--- config.mk ---
export PLATFORM = sky130hd
export DESIGN_NAME = arbitro_memoria_dados_flat
export DESIGN_NICKNAME = d
export VERILOG_FILES = /design/src/rtl/arbitro_memoria_dados_if.sv /design/src/rtl/arbitro_memoria_dados.sv /design/src/flat_wrapper.sv
export SDC_FILE = /design/constraint.sdc
export NUM_CORES = 1
export LEC_CHECK = 0
export CORE_MARGIN = 2
export CORE_UTILIZATION = 42
export CTS_BUF_LIST = sky130_fd_sc_hd__clkbuf_8
export CTS_CLUSTER_SIZE = 14
export DETAILED_ROUTE_END_ITERATION = 6
export PLACE_DENSITY = 0.88
export SYNTH_ARGS = -nofsm -noshare
export SYNTH_HDL_FRONTEND = slang
export SYNTH_SLANG_ARGS = --single-unit
--- constraint.sdc ---
create_clock -name clk -period 2.15 [get_ports clk]
set_input_delay 0.43 -clock clk [delete_from_list [all_inputs] [get_ports clk]]
set_output_delay 0.43 -clock clk [all_outputs]
set_load 0.02 [all_outputs]
--- src/rtl/arbitro_memoria_dados_if.sv ---
// Bus bundle for arbitro_memoria_dados: two requester ports, shared read data and the memory side.
// slave = arbiter view, master = requesters plus memory (environment) view.
interface arbitro_memoria_dados_if #(
  parameter int unsigned DATA_W = 32,
  parameter int unsigned ADDR_W = 32
);
  // Port 0: processor load/store/stack path
  logic              req0;
  logic              we0;
  logic [ADDR_W-1:0] addr0;
  logic [DATA_W-1:0] wdata0;
  logic [1:0]        dtype0;
  logic              gnt0;
  logic              rvalid0;
  // Port 1: I/O / program-loader master
  logic              req1;
  logic              we1;
  logic [ADDR_W-1:0] addr1;
  logic [DATA_W-1:0] wdata1;
  logic [1:0]        dtype1;
  logic              gnt1;
  logic              rvalid1;
  // Shared read data and memory side
  logic [DATA_W-1:0] rdata;
  logic [ADDR_W-1:0] mem_addr;
  logic [DATA_W-1:0] mem_data;
  logic [1:0]        mem_dtype;
  logic              mem_escmen;
  logic              mem_lermen;
  logic [DATA_W-1:0] mem_saida;
  logic              ocupado;

  modport slave (
    input  req0, we0, addr0, wdata0, dtype0,
    input  req1, we1, addr1, wdata1, dtype1,
    input  mem_saida,
    output gnt0, rvalid0, gnt1, rvalid1, rdata,
    output mem_addr, mem_data, mem_dtype, mem_escmen, mem_lermen, ocupado
  );

  modport master (
    output req0, we0, addr0, wdata0, dtype0,
    output req1, we1, addr1, wdata1, dtype1,
    output mem_saida,
    input  gnt0, rvalid0, gnt1, rvalid1, rdata,
    input  mem_addr, mem_data, mem_dtype, mem_escmen, mem_lermen, ocupado
  );
endinterface

--- src/rtl/arbitro_memoria_dados.sv ---
// Two-port data-memory arbiter: registers the winning command, strobes memory for one cycle, returns read data.
// Round-robin by default; define PRIORIDADE_PROCESSADOR_EN for fixed priority to port 0.
module arbitro_memoria_dados #(
  parameter int unsigned DATA_W = 32,
  parameter int unsigned ADDR_W = 32
) (
  input  logic                    clk,
  input  logic                    rst_n,
  arbitro_memoria_dados_if.slave  bus
);

  localparam logic [1:0] OCIOSO   = 2'd0;
  localparam logic [1:0] ACESSO   = 2'd1;
  localparam logic [1:0] RESPOSTA = 2'd2;

  logic [1:0]        state_q,     state_d;
  logic              porta_q,     porta_d;
  logic              gnt0_q,      gnt0_d;
  logic              gnt1_q,      gnt1_d;
  logic              rvalid0_q,   rvalid0_d;
  logic              rvalid1_q,   rvalid1_d;
  logic [DATA_W-1:0] rdata_q,     rdata_d;
  logic [ADDR_W-1:0] mem_addr_q,  mem_addr_d;
  logic [DATA_W-1:0] mem_data_q,  mem_data_d;
  logic [1:0]        mem_dtype_q, mem_dtype_d;
  logic              escmen_q,    escmen_d;
  logic              lermen_q,    lermen_d;
  logic              ocupado_q,   ocupado_d;
  logic              vence1_c;

`ifdef PRIORIDADE_PROCESSADOR_EN
  // Port 1 only wins when port 0 is silent
  assign vence1_c = bus.req1 & ~bus.req0;
`else
  logic ultimo_q, ultimo_d;
  // On a tie the port that did not win last time is served
  assign vence1_c = bus.req1 & (~bus.req0 | ~ultimo_q);
`endif

  always_comb begin
    state_d     = state_q;
    porta_d     = porta_q;
    gnt0_d      = 1'b0;
    gnt1_d      = 1'b0;
    rvalid0_d   = 1'b0;
    rvalid1_d   = 1'b0;
    rdata_d     = rdata_q;
    mem_addr_d  = mem_addr_q;
    mem_data_d  = mem_data_q;
    mem_dtype_d = mem_dtype_q;
    escmen_d    = 1'b0;
    lermen_d    = 1'b0;
`ifndef PRIORIDADE_PROCESSADOR_EN
    ultimo_d    = ultimo_q;
`endif
    case (state_q)
      OCIOSO: begin
        if (bus.req0 | bus.req1) begin
          porta_d     = vence1_c;
          gnt0_d      = ~vence1_c;
          gnt1_d      = vence1_c;
          mem_addr_d  = vence1_c ? bus.addr1  : bus.addr0;
          mem_data_d  = vence1_c ? bus.wdata1 : bus.wdata0;
          mem_dtype_d = vence1_c ? bus.dtype1 : bus.dtype0;
          escmen_d    = vence1_c ? bus.we1    : bus.we0;
          lermen_d    = ~(vence1_c ? bus.we1  : bus.we0);
          state_d     = ACESSO;
`ifndef PRIORIDADE_PROCESSADOR_EN
          ultimo_d    = vence1_c;
`endif
        end
      end
      ACESSO:   state_d = escmen_q ? OCIOSO : RESPOSTA;
      RESPOSTA: begin
        rdata_d   = bus.mem_saida;
        rvalid0_d = ~porta_q;
        rvalid1_d = porta_q;
        state_d   = OCIOSO;
      end
      default:  state_d = OCIOSO;
    endcase
    ocupado_d = (state_d != OCIOSO);
  end

  always_ff @(posedge clk) begin
    if (!rst_n) begin
      state_q     <= OCIOSO;
      porta_q     <= 1'b0;
      gnt0_q      <= 1'b0;
      gnt1_q      <= 1'b0;
      rvalid0_q   <= 1'b0;
      rvalid1_q   <= 1'b0;
      rdata_q     <= '0;
      mem_addr_q  <= '0;
      mem_data_q  <= '0;
      mem_dtype_q <= 2'd0;
      escmen_q    <= 1'b0;
      lermen_q    <= 1'b0;
      ocupado_q   <= 1'b0;
`ifndef PRIORIDADE_PROCESSADOR_EN
      ultimo_q    <= 1'b1;
`endif
    end else begin
      state_q     <= state_d;
      porta_q     <= porta_d;
      gnt0_q      <= gnt0_d;
      gnt1_q      <= gnt1_d;
      rvalid0_q   <= rvalid0_d;
      rvalid1_q   <= rvalid1_d;
      rdata_q     <= rdata_d;
      mem_addr_q  <= mem_addr_d;
      mem_data_q  <= mem_data_d;
      mem_dtype_q <= mem_dtype_d;
      escmen_q    <= escmen_d;
      lermen_q    <= lermen_d;
      ocupado_q   <= ocupado_d;
`ifndef PRIORIDADE_PROCESSADOR_EN
      ultimo_q    <= ultimo_d;
`endif
    end
  end

  assign bus.gnt0       = gnt0_q;
  assign bus.gnt1       = gnt1_q;
  assign bus.rvalid0    = rvalid0_q;
  assign bus.rvalid1    = rvalid1_q;
  assign bus.rdata      = rdata_q;
  assign bus.mem_addr   = mem_addr_q;
  assign bus.mem_data   = mem_data_q;
  assign bus.mem_dtype  = mem_dtype_q;
  assign bus.mem_escmen = escmen_q;
  assign bus.mem_lermen = lermen_q;
  assign bus.ocupado    = ocupado_q;

endmodule
--- src/flat_wrapper.sv ---
// flat-port wrapper written by rule: the top's interface ports become plain ports
module arbitro_memoria_dados_flat 
#(
  parameter int unsigned DATA_W = 32,
  parameter int unsigned ADDR_W = 32
)
  (clk, rst_n, bus_req0, bus_we0, bus_addr0, bus_wdata0, bus_dtype0, bus_req1, bus_we1, bus_addr1, bus_wdata1, bus_dtype1, bus_mem_saida, bus_gnt0, bus_rvalid0, bus_gnt1, bus_rvalid1, bus_rdata, bus_mem_addr, bus_mem_data, bus_mem_dtype, bus_mem_escmen, bus_mem_lermen, bus_ocupado);
  arbitro_memoria_dados_if #(.DATA_W(DATA_W), .ADDR_W(ADDR_W)) bus_i ();
  input  logic clk;
  input  logic rst_n;
  input wire logic [$bits(bus_i.req0)-1:0] bus_req0;
  input wire logic [$bits(bus_i.we0)-1:0] bus_we0;
  input wire logic [$bits(bus_i.addr0)-1:0] bus_addr0;
  input wire logic [$bits(bus_i.wdata0)-1:0] bus_wdata0;
  input wire logic [$bits(bus_i.dtype0)-1:0] bus_dtype0;
  input wire logic [$bits(bus_i.req1)-1:0] bus_req1;
  input wire logic [$bits(bus_i.we1)-1:0] bus_we1;
  input wire logic [$bits(bus_i.addr1)-1:0] bus_addr1;
  input wire logic [$bits(bus_i.wdata1)-1:0] bus_wdata1;
  input wire logic [$bits(bus_i.dtype1)-1:0] bus_dtype1;
  input wire logic [$bits(bus_i.mem_saida)-1:0] bus_mem_saida;
  output wire logic [$bits(bus_i.gnt0)-1:0] bus_gnt0;
  output wire logic [$bits(bus_i.rvalid0)-1:0] bus_rvalid0;
  output wire logic [$bits(bus_i.gnt1)-1:0] bus_gnt1;
  output wire logic [$bits(bus_i.rvalid1)-1:0] bus_rvalid1;
  output wire logic [$bits(bus_i.rdata)-1:0] bus_rdata;
  output wire logic [$bits(bus_i.mem_addr)-1:0] bus_mem_addr;
  output wire logic [$bits(bus_i.mem_data)-1:0] bus_mem_data;
  output wire logic [$bits(bus_i.mem_dtype)-1:0] bus_mem_dtype;
  output wire logic [$bits(bus_i.mem_escmen)-1:0] bus_mem_escmen;
  output wire logic [$bits(bus_i.mem_lermen)-1:0] bus_mem_lermen;
  output wire logic [$bits(bus_i.ocupado)-1:0] bus_ocupado;
  assign bus_i.req0 = bus_req0;
  assign bus_i.we0 = bus_we0;
  assign bus_i.addr0 = bus_addr0;
  assign bus_i.wdata0 = bus_wdata0;
  assign bus_i.dtype0 = bus_dtype0;
  assign bus_i.req1 = bus_req1;
  assign bus_i.we1 = bus_we1;
  assign bus_i.addr1 = bus_addr1;
  assign bus_i.wdata1 = bus_wdata1;
  assign bus_i.dtype1 = bus_dtype1;
  assign bus_i.mem_saida = bus_mem_saida;
  assign bus_gnt0 = bus_i.gnt0;
  assign bus_rvalid0 = bus_i.rvalid0;
  assign bus_gnt1 = bus_i.gnt1;
  assign bus_rvalid1 = bus_i.rvalid1;
  assign bus_rdata = bus_i.rdata;
  assign bus_mem_addr = bus_i.mem_addr;
  assign bus_mem_data = bus_i.mem_data;
  assign bus_mem_dtype = bus_i.mem_dtype;
  assign bus_mem_escmen = bus_i.mem_escmen;
  assign bus_mem_lermen = bus_i.mem_lermen;
  assign bus_ocupado = bus_i.ocupado;
  arbitro_memoria_dados #(.DATA_W(DATA_W), .ADDR_W(ADDR_W)) u_core (.clk(clk), .rst_n(rst_n), .bus(bus_i));
endmodule
# Word level (Yosys, flattened, before mapping)

Index checks and enable logic that the tools add are counted.

Equality and inequality tests: 2
Multiplexer cells: 7
Bitwise gates (word level): 8
Reduce and logical (&&, ||, !) cells: 5

Operators with widths:

| cell               | number |
|---|---|
| $mux 32            | 2 |
| $mux 2             | 3 |
| $not 1->1          | 5 |
| $pmux 2 s2         | 1 |
| $reduce_and 2->1   | 2 |
| $reduce_and 3->1   | 1 |
| $eq 2x1->1 const B | 1 |
| $eq 2x2->1 const B | 1 |
| $logic_not 2->1    | 1 |
| $or 1x1->1         | 2 |
| $reduce_bool 2->1  | 1 |
| $and 1x1->1        | 1 |
| $mux 1             | 1 |

Bits in registers: 109
Output and inout bits: 105
Logic and storage cells: 36

# Logic depth before layout (Yosys ltp)

Gate-level depths: netlist of run 1.

Word-level depth: 5
Depth in mapped cells: 6
Depth with buffers taken out: 3

# Worst setup path before layout of run 1

Ideal clock, no wire load.

Path kind: input to register
Start point: input port bus_req1
End point: register u_core.mem_addr_q[10], in the netlist u_core.bus.mem_addr[10]
Setup time: 0.089 ns
Arrival: 1.354 ns
Slack: 0.707 ns
Stages: 6
Cell sequence: or2_1 buf_2 and2_4 buf_6 buf_6 a311oi_2

Cells in the longest elaborated chain, start to end: 2

Ends and longest elaborated chain:

| item                                               | RTL line                                                 | RTL |
|---|---|---|
| from (decl)                                        | flat_wrapper.sv:16                                       | `input wire logic [$bits(bus_i.req1)-1:0] bus_req1;` |
| $and 1x1->1 / $or 1x1->1 (equally long branches)   | arbitro_memoria_dados.sv:37, arbitro_memoria_dados.sv:58 |  |
| $mux 32 / $reduce_and 2->1 (equally long branches) | --                                                       |  |
| to (signal assigned)                               | arbitro_memoria_dados.sv:111                             | `mem_addr_q <= mem_addr_d;` |
| to (decl)                                          | arbitro_memoria_dados.sv:23                              | `logic [ADDR_W-1:0] mem_addr_q, mem_addr_d;` |

Parallel ways exist; a longest one is shown, timed or not.
A chain may end at the register's enable or synchronous reset.

# Worst setup path in the final report of run 1

Start point: register u_core.rdata_q[6], in the netlist u_core.bus.rdata[6]
End point: output port bus_rdata[6]

RTL lines:

| item                   | RTL line                     | RTL |
|---|---|---|
| from (decl)            | arbitro_memoria_dados.sv:22  | `logic [DATA_W-1:0] rdata_q, rdata_d;` |
| from (signal assigned) | arbitro_memoria_dados.sv:110 | `rdata_q <= rdata_d;` |
| to (decl)              | flat_wrapper.sv:26           | `output wire logic [$bits(bus_i.rdata)-1:0] bus_rdata;` |

No word-level cell between the ends.

==> metrics.csv, run 1 <==
stage;metric;value;unit
status;status;finished, final reports clean;
critical_path;critPathBufInv;1;
final_layout;drive_gt1_share;10.2;%
power_and_ir_drop;leakage;2.81;nW
clock_network;cts_num_sinks;109;
final_layout;antennaDiodeCount;0;
timing;hold_viol_final;0;
yosys;synth-simple-area-share;17.7;%
floorplanning;die_w;109;um
global_routing;antenna_found_initial;0;
global_routing;grt_max_degree;48;
placement;pre_cts_ws;0.0899;ns
placement;place_area;7570;sq um
power_and_ir_drop;power;5.13;mW
power_and_ir_drop;power_density;661;nW/um^2
yosys;syn_area;4670;sq um
detailed_routing;ant_nets;0;
critical_path;max_stage_delay;0.66;ns
yosys;syn_inst;548;
critical_path;path_class;reg -> out;
final_layout;fin_area;7750;sq um
floorplanning;core_area;10800;sq um
floorplanning;row_count;38;
detailed_routing;wl_per_cell;16.6;um
yosys;synth.area.mux_share;0.214;%
critical_path;critPathRequiredTime;1.72;ns
yosys;synth-xor-area-share;0;%
detailed_routing;drt_iter0_markers;330;
yosys;ys_seq_area_share;46.7;%
placement;placed_cells;926;
clock_network;clockRootBuffer;clkbuf_8;
clock_network;htreeDepth;3;
placement;hpwl;11700;um
detailed_routing;vias;5020;
placement;io_buffers;274;
yosys;yosysWarnings;0;
clock_network;path_clk_slew;0.10;ns
timing;relSlewSlack;72.6;%
critical_path;slowest_stage;clkdlybuf4s50_1;
yosys;ys_ff_latch;109;
timing;fin_crit;1.84;ns
detailed_routing;totalWireLength;15600;um
clock_network;cts_buffer_depth;2;
clock_network;numCtsBuffers;9;
yosys;synth_fa_ha_area_share;0;%
timing;fin_skew;0.0101;ns
critical_path;crit_arrival;1.41;ns
clock_network;postCtsHoldBufs;0;
global_routing;grt_pass1_wl;23300;um
critical_path;crit_family;buffers and inverters;
timing;finalSetupTns;0;ns
timing;fmax;545;MHz
timing;hold_ws;0.450;ns
final_layout;fin_util;71.5;%
final_layout;finish.net_count;967;
yosys;netlist-cell-type-count;29;
timing;slew_violations;0;
floorplanning;start_util;43.1;%
clock_network;cts_setup_buffers;0;
flow_run;cap_violations;0;
min_path;min_path_type;reg -> reg;
timing;layout_setup_ws;0.315;ns
critical_path;crit_path_end_kind;output pin;
global_routing;grt_pass1_vias;4885;
critical_path;worst-path-max-fanout;2;
placement;gp_congestion;0.760;
critical_path;start_kind;register;
final_layout;finalNonFillerCells;942;
floorplanning;dieHeight;109;um
clock_network;clkLatencyLatePin;0.36;ns
global_routing;grtUsageTotal;24.9;%
yosys;syn-num-nets;718;
clock_network;cts_tree;yes;
floorplanning;ioPinCount;275;
floorplanning;die-area;12000;sq um
yosys;synth_top_family_by_area;compound AO/OA/AOI/OAI gates;
timing;post-route-period-util;85.4;%
global_routing;grt-ovfl-total;0;
detailed_routing;vias_per_cell;5.33;
yosys;synth_area_per_cell;8.52;sq um
clock_network;post_cts_resized;0;
critical_path;path_cells;clkdlybuf4s50_1;
timing;rsz0062_at_grt;false;
yosys;synth_compound_area_share;29.4;%
power_and_ir_drop;ir_drop;0.346;mV
timing;tightest_slew;0.411;ns
detailed_routing;drtPass1Iterations;6;
final_layout;area_delta_synth_final;66.0;%
detailed_routing;drcViolationCount;0;
timing;setup_viol;0;
final cells by class:
type	count	area, sq um
multi-input cells	383	2220
well taps	140	175
inverters	2	10.0
clock buffers	10	138
repair buffers	292	2980
flip-flops and latches	109	2180
fillers	785	3090
clock inverters	6	46.3
layout by cell type, fill, tap and decap left out, types with 2 or more instances in the layout:
cell type,Yosys,routed
buf_4,4,10
a311oi_1,26,26
clkinv_2,0,2
nor2_1,2,2
and3_1,3,3
buf_12,0,8
nor3_1,2,2
a311oi_2,40,40
a21oi_1,99,99
clkdlybuf4s50_1,0,274
nand2_1,196,196
dfxtp_1,109,109
clkbuf_8,0,10
layer usage:
metal | track usage [%] | wire length, um
met1 | 27.2 | 5880
met2 | 45.1 | 7890
met3 | 6.40 | 1380
met4 | 11.3 | 460
met5 | 0 | 0
sequential cells by signal, summed over array words and instances (netlist names), 2 cells and up:
| name | flops |
|---|---|
| u_core.bus.mem_addr | 32 |
| u_core.bus.mem_dtype | 2 |
| u_core.bus.rdata | 32 |
| u_core.state_q | 2 |
| u_core.bus.mem_data | 32 |
where the power goes:
part           leakage [nW]  internal (mW)  switching [mW]
logic                  1.82          0.845           0.808
clock network        0.0946          0.464           0.697
registers             0.898           2.20           0.110
total                  2.81           3.51            1.62
cell families (layout without fill, tap and decap cells):
| kind of cell | count (synthesis) | in the layout |
|---|---|---|
| DFF | 109 | 109 |
| and+or+nand+nor | 211 | 211 |
| muxes | 1 | 1 |
| buffers and inverters | 56 | 310 |
| AOI/OAI and AO/OA | 171 | 171 |
cell usage after synthesis (all sizes together):
master / instances / area share [%]
a31o: 1 / 0.19
a21bo: 1 / 0.21
buf: 23 / 3.3
nor4b: 1 / 0.19
nor2: 3 / 0.29
and2: 1 / 0.19
nand2: 196 / 16
nand3: 1 / 0.11
a21oi: 99 / 11
inv: 2 / 0.16
or2: 1 / 0.13
nor3: 2 / 0.21
o21ai: 1 / 0.11
nand2b: 1 / 0.13
and3: 3 / 0.40
nor2b: 2 / 0.27
o21a: 1 / 0.16
a311oi: 66 / 18
clkbuf: 31 / 2.5
dfxtp: 109 / 47
a21boi: 2 / 0.40
mux2i: 1 / 0.21
path summary, 6_finish.rpt:
check | start | endpoint | slack (ns) | cells past startpoint
worst max-delay path | u_core.bus.rdata[6] | bus_rdata[6] | 0.31 | 1
worst min-delay path | u_core.porta_q | u_core.bus.rvalid0 | 0.45 | 1
worst max register to register | u_core.state_q[0] | u_core.bus.mem_data[24] | 0.47 | 4
worst min register to register | u_core.porta_q | u_core.bus.rvalid0 | 0.45 | 1
Power figures use the tool's default switching activity.
==> run 2, diff against run 1 <==
--- a/config.mk
+++ b/config.mk
@@ -5,6 +5,7 @@
 export SDC_FILE = /design/constraint.sdc
 export NUM_CORES = 1
 export LEC_CHECK = 0
+export CAP_MARGIN = 20
 export CORE_MARGIN = 2
 export CORE_UTILIZATION = 42
 export CTS_BUF_LIST = sky130_fd_sc_hd__clkbuf_8
==> results of run 2 <==
No change in the layout: final DEF, timing and power equal those of run 1.
==> run 3, diff against run 2 <==
--- a/config.mk
+++ b/config.mk
@@ -7,11 +7,11 @@
 export LEC_CHECK = 0
 export CAP_MARGIN = 20
 export CORE_MARGIN = 2
-export CORE_UTILIZATION = 42
+export CORE_UTILIZATION = 39
 export CTS_BUF_LIST = sky130_fd_sc_hd__clkbuf_8
 export CTS_CLUSTER_SIZE = 14
 export DETAILED_ROUTE_END_ITERATION = 6
-export PLACE_DENSITY = 0.88
+export PLACE_DENSITY = 0.83
 export SYNTH_ARGS = -nofsm -noshare
 export SYNTH_HDL_FRONTEND = slang
 export SYNTH_SLANG_ARGS = --single-unit
==> constraint.sdc (replaced) <==
create_clock -name clk -period 2 [get_ports clk]
set_input_delay 0.4 -clock clk [delete_from_list [all_inputs] [get_ports clk]]
set_output_delay 0.4 -clock clk [all_outputs]
set_load 0.02 [all_outputs]
==> metrics.csv, run 3 (synthesized netlist as in run 1, its figures left out) <==
stage;metric;value;unit;change
status;status;finished, final reports clean;;
timing;tightest_slew;0.514;ns;+0.103 ns
global_routing;grtUsageTotal;22.7;%;-2.3 points
timing;fin_skew;0.00967;ns;-0.000472 ns
critical_path;slowest_stage;clkdlybuf4s50_1;;
timing;fmax;563;MHz;
critical_path;critPathRequiredTime;2.25;ns;+0.53 ns
critical_path;worst-path-max-fanout;48;;+46
timing;setup_viol;0;;unchanged
detailed_routing;totalWireLength;15100;um;-3.0%
final_layout;finalNonFillerCells;943;;+0.11%
clock_network;post_cts_resized;0;;unchanged
global_routing;use_met3;4.73;%;-1.7 points
global_routing;use_met2;40.0;%;-5.2 points
timing;relSlewSlack;65.7;%;-6.8 points
placement;gp_congestion;0.826;;+8.7%
power_and_ir_drop;power;5.53;mW;+7.9%
global_routing;antenna_found_initial;0;;unchanged
timing;hold_viol_final;0;;unchanged
timing;slew_violations;0;;unchanged
detailed_routing;drt_iter0_markers;305;;-7.6%
critical_path;crit_arrival;2.03;ns;+0.62 ns
floorplanning;row_count;39;;+2.6%
floorplanning;die_w;113;um;+3.6%
global_routing;use_met1;26.9;%;-0.30 points
final_layout;register_area;2180;sq um;unchanged
placement;placed_cells;927;;+0.11%
power_and_ir_drop;power_density;715;nW/um^2;+8.1%
clock_network;path_clk_slew;0.10;ns;about the same
flow_run;cap_violations;0;;unchanged
power_and_ir_drop;ir_drop;0.331;mV;-4.3%
timing;layout_setup_ws;0.223;ns;-0.0912 ns
detailed_routing;wl_per_cell;16.1;um;-3.2%
final_layout;multiInputGateArea;2220;sq um;unchanged
final_layout;antennaDiodeCount;0;;unchanged
global_routing;top_usage_layer;met2;;
clock_network;postCtsHoldBufs;0;;unchanged
detailed_routing;vias;5040;;+0.40%
floorplanning;start_util;40.4;%;-2.7 points
floorplanning;die-area;12900;sq um;+7.4%
global_routing;grt_pass1_vias;5068;;+3.7%
clock_network;clkLatencyLatePin;0.35;ns;about the same
timing;rsz0062_at_grt;false;;
final_layout;final_cell_mix;clkdlybuf4s50_1, nand2_1, dfxtp_1;;
final_layout;drive_gt1_share;9.88;%;-0.35 points
clock_network;htreeDepth;3;;unchanged
floorplanning;dieHeight;113;um;+3.6%
critical_path;path_cells;clkdlybuf4s50_1 > or2_2 > buf_4 > a21oi_1 > a311oi_1;;
clock_network;numCtsBuffers;9;;unchanged
placement;pre_cts_ws;-0.140;ns;-0.230 ns
clock_network;cts_buffer_depth;2;;unchanged
power_and_ir_drop;leakage;2.80;nW;-0.43%
global_routing;grt-ovfl-total;0;;unchanged
timing;finalSetupTns;0;ns;unchanged
critical_path;crit_path_end_kind;register;;
final_layout;layout_commonest_cell;clkdlybuf4s50_1;;
floorplanning;ioPinCount;275;;unchanged
detailed_routing;ant_nets;0;;unchanged
clock_network;cts_tree;yes;;
clock_network;clockRootBuffer;clkbuf_8;;
timing;hold_ws;0.458;ns;+0.00807 ns
critical_path;path_class;in -> reg;;
timing;fin_crit;1.78;ns;
critical_path;max_stage_delay;0.54;ns;-0.12 ns
placement;io_buffers;274;;unchanged
final_layout;area_delta_synth_final;65.7;%;
detailed_routing;drcViolationCount;0;;unchanged
global_routing;grt_pass1_wl;23900;um;+2.6%
timing;post-route-period-util;88.8;%;
clock_network;cts_num_sinks;109;;unchanged
critical_path;start_kind;input port;;
final_layout;fillCellCount;902;;+15%
detailed_routing;drtPass1Iterations;4;;-2
placement;hpwl;11100;um;-4.8%
clock_network;cts_setup_buffers;0;;unchanged
detailed_routing;vias_per_cell;5.34;;+0.29%
global_routing;grt_max_degree;58;;+21%
floorplanning;core_area;11600;sq um;+6.7%
min_path;min_path_type;reg -> reg;;
final_layout;finish.net_count;965;;-0.21%
## run 3: worst max-delay path: cells and delay by family
family | cells | cell delay, ns
simple gates | 1 | 0.16
buf+inv | 2 | 0.98
compound gates | 2 | 0.47
## run 3: metal layers
metal | part of all wire [%] | vias up
li1 | - | 2406
met1 | 40 | 2354
met2 | 49 | 250
met3 | 8.2 | 30
met4 | 2.7 | 0
met5 | 0 | -
## run 3: per-stage QoR
step / cell area [sq um] / util, %
finish: 7740 / 66.9
global route: 7740 / 66.9
CTS: 7740 / 66.9
detailed placement: 7550 / 65.2
global placement: 7550 / 65.2
floorplan: 4670 / -
## run 3: path summary, 6_finish.rpt
check                       startpoint                      end  slack, ns  cells past startpoint
setup / recovery              bus_req1  u_core.bus.mem_data[31]       0.22                      5
hold / removal    u_core.bus.rdata[16]     u_core.bus.rdata[16]       0.46                      2
setup reg to reg     u_core.state_q[0]  u_core.bus.mem_data[31]       0.36                      4
hold reg to reg   u_core.bus.rdata[16]     u_core.bus.rdata[16]       0.46                      2
## run 3: where the power goes
group / internal, mW / switching [mW]
Clock: 0.573 / 0.710
Combinational: 0.903 / 0.859
Sequential: 2.37 / 0.118
## run 3: final cells by class
type	count	share of cell area, %
inverter	2	0.129
timing repair buffer	290	38.1
sequential	109	28.2
clock buffer	9	1.60
tap	143	2.31
clock inverter	7	0.873
multi-input combinational	383	28.8
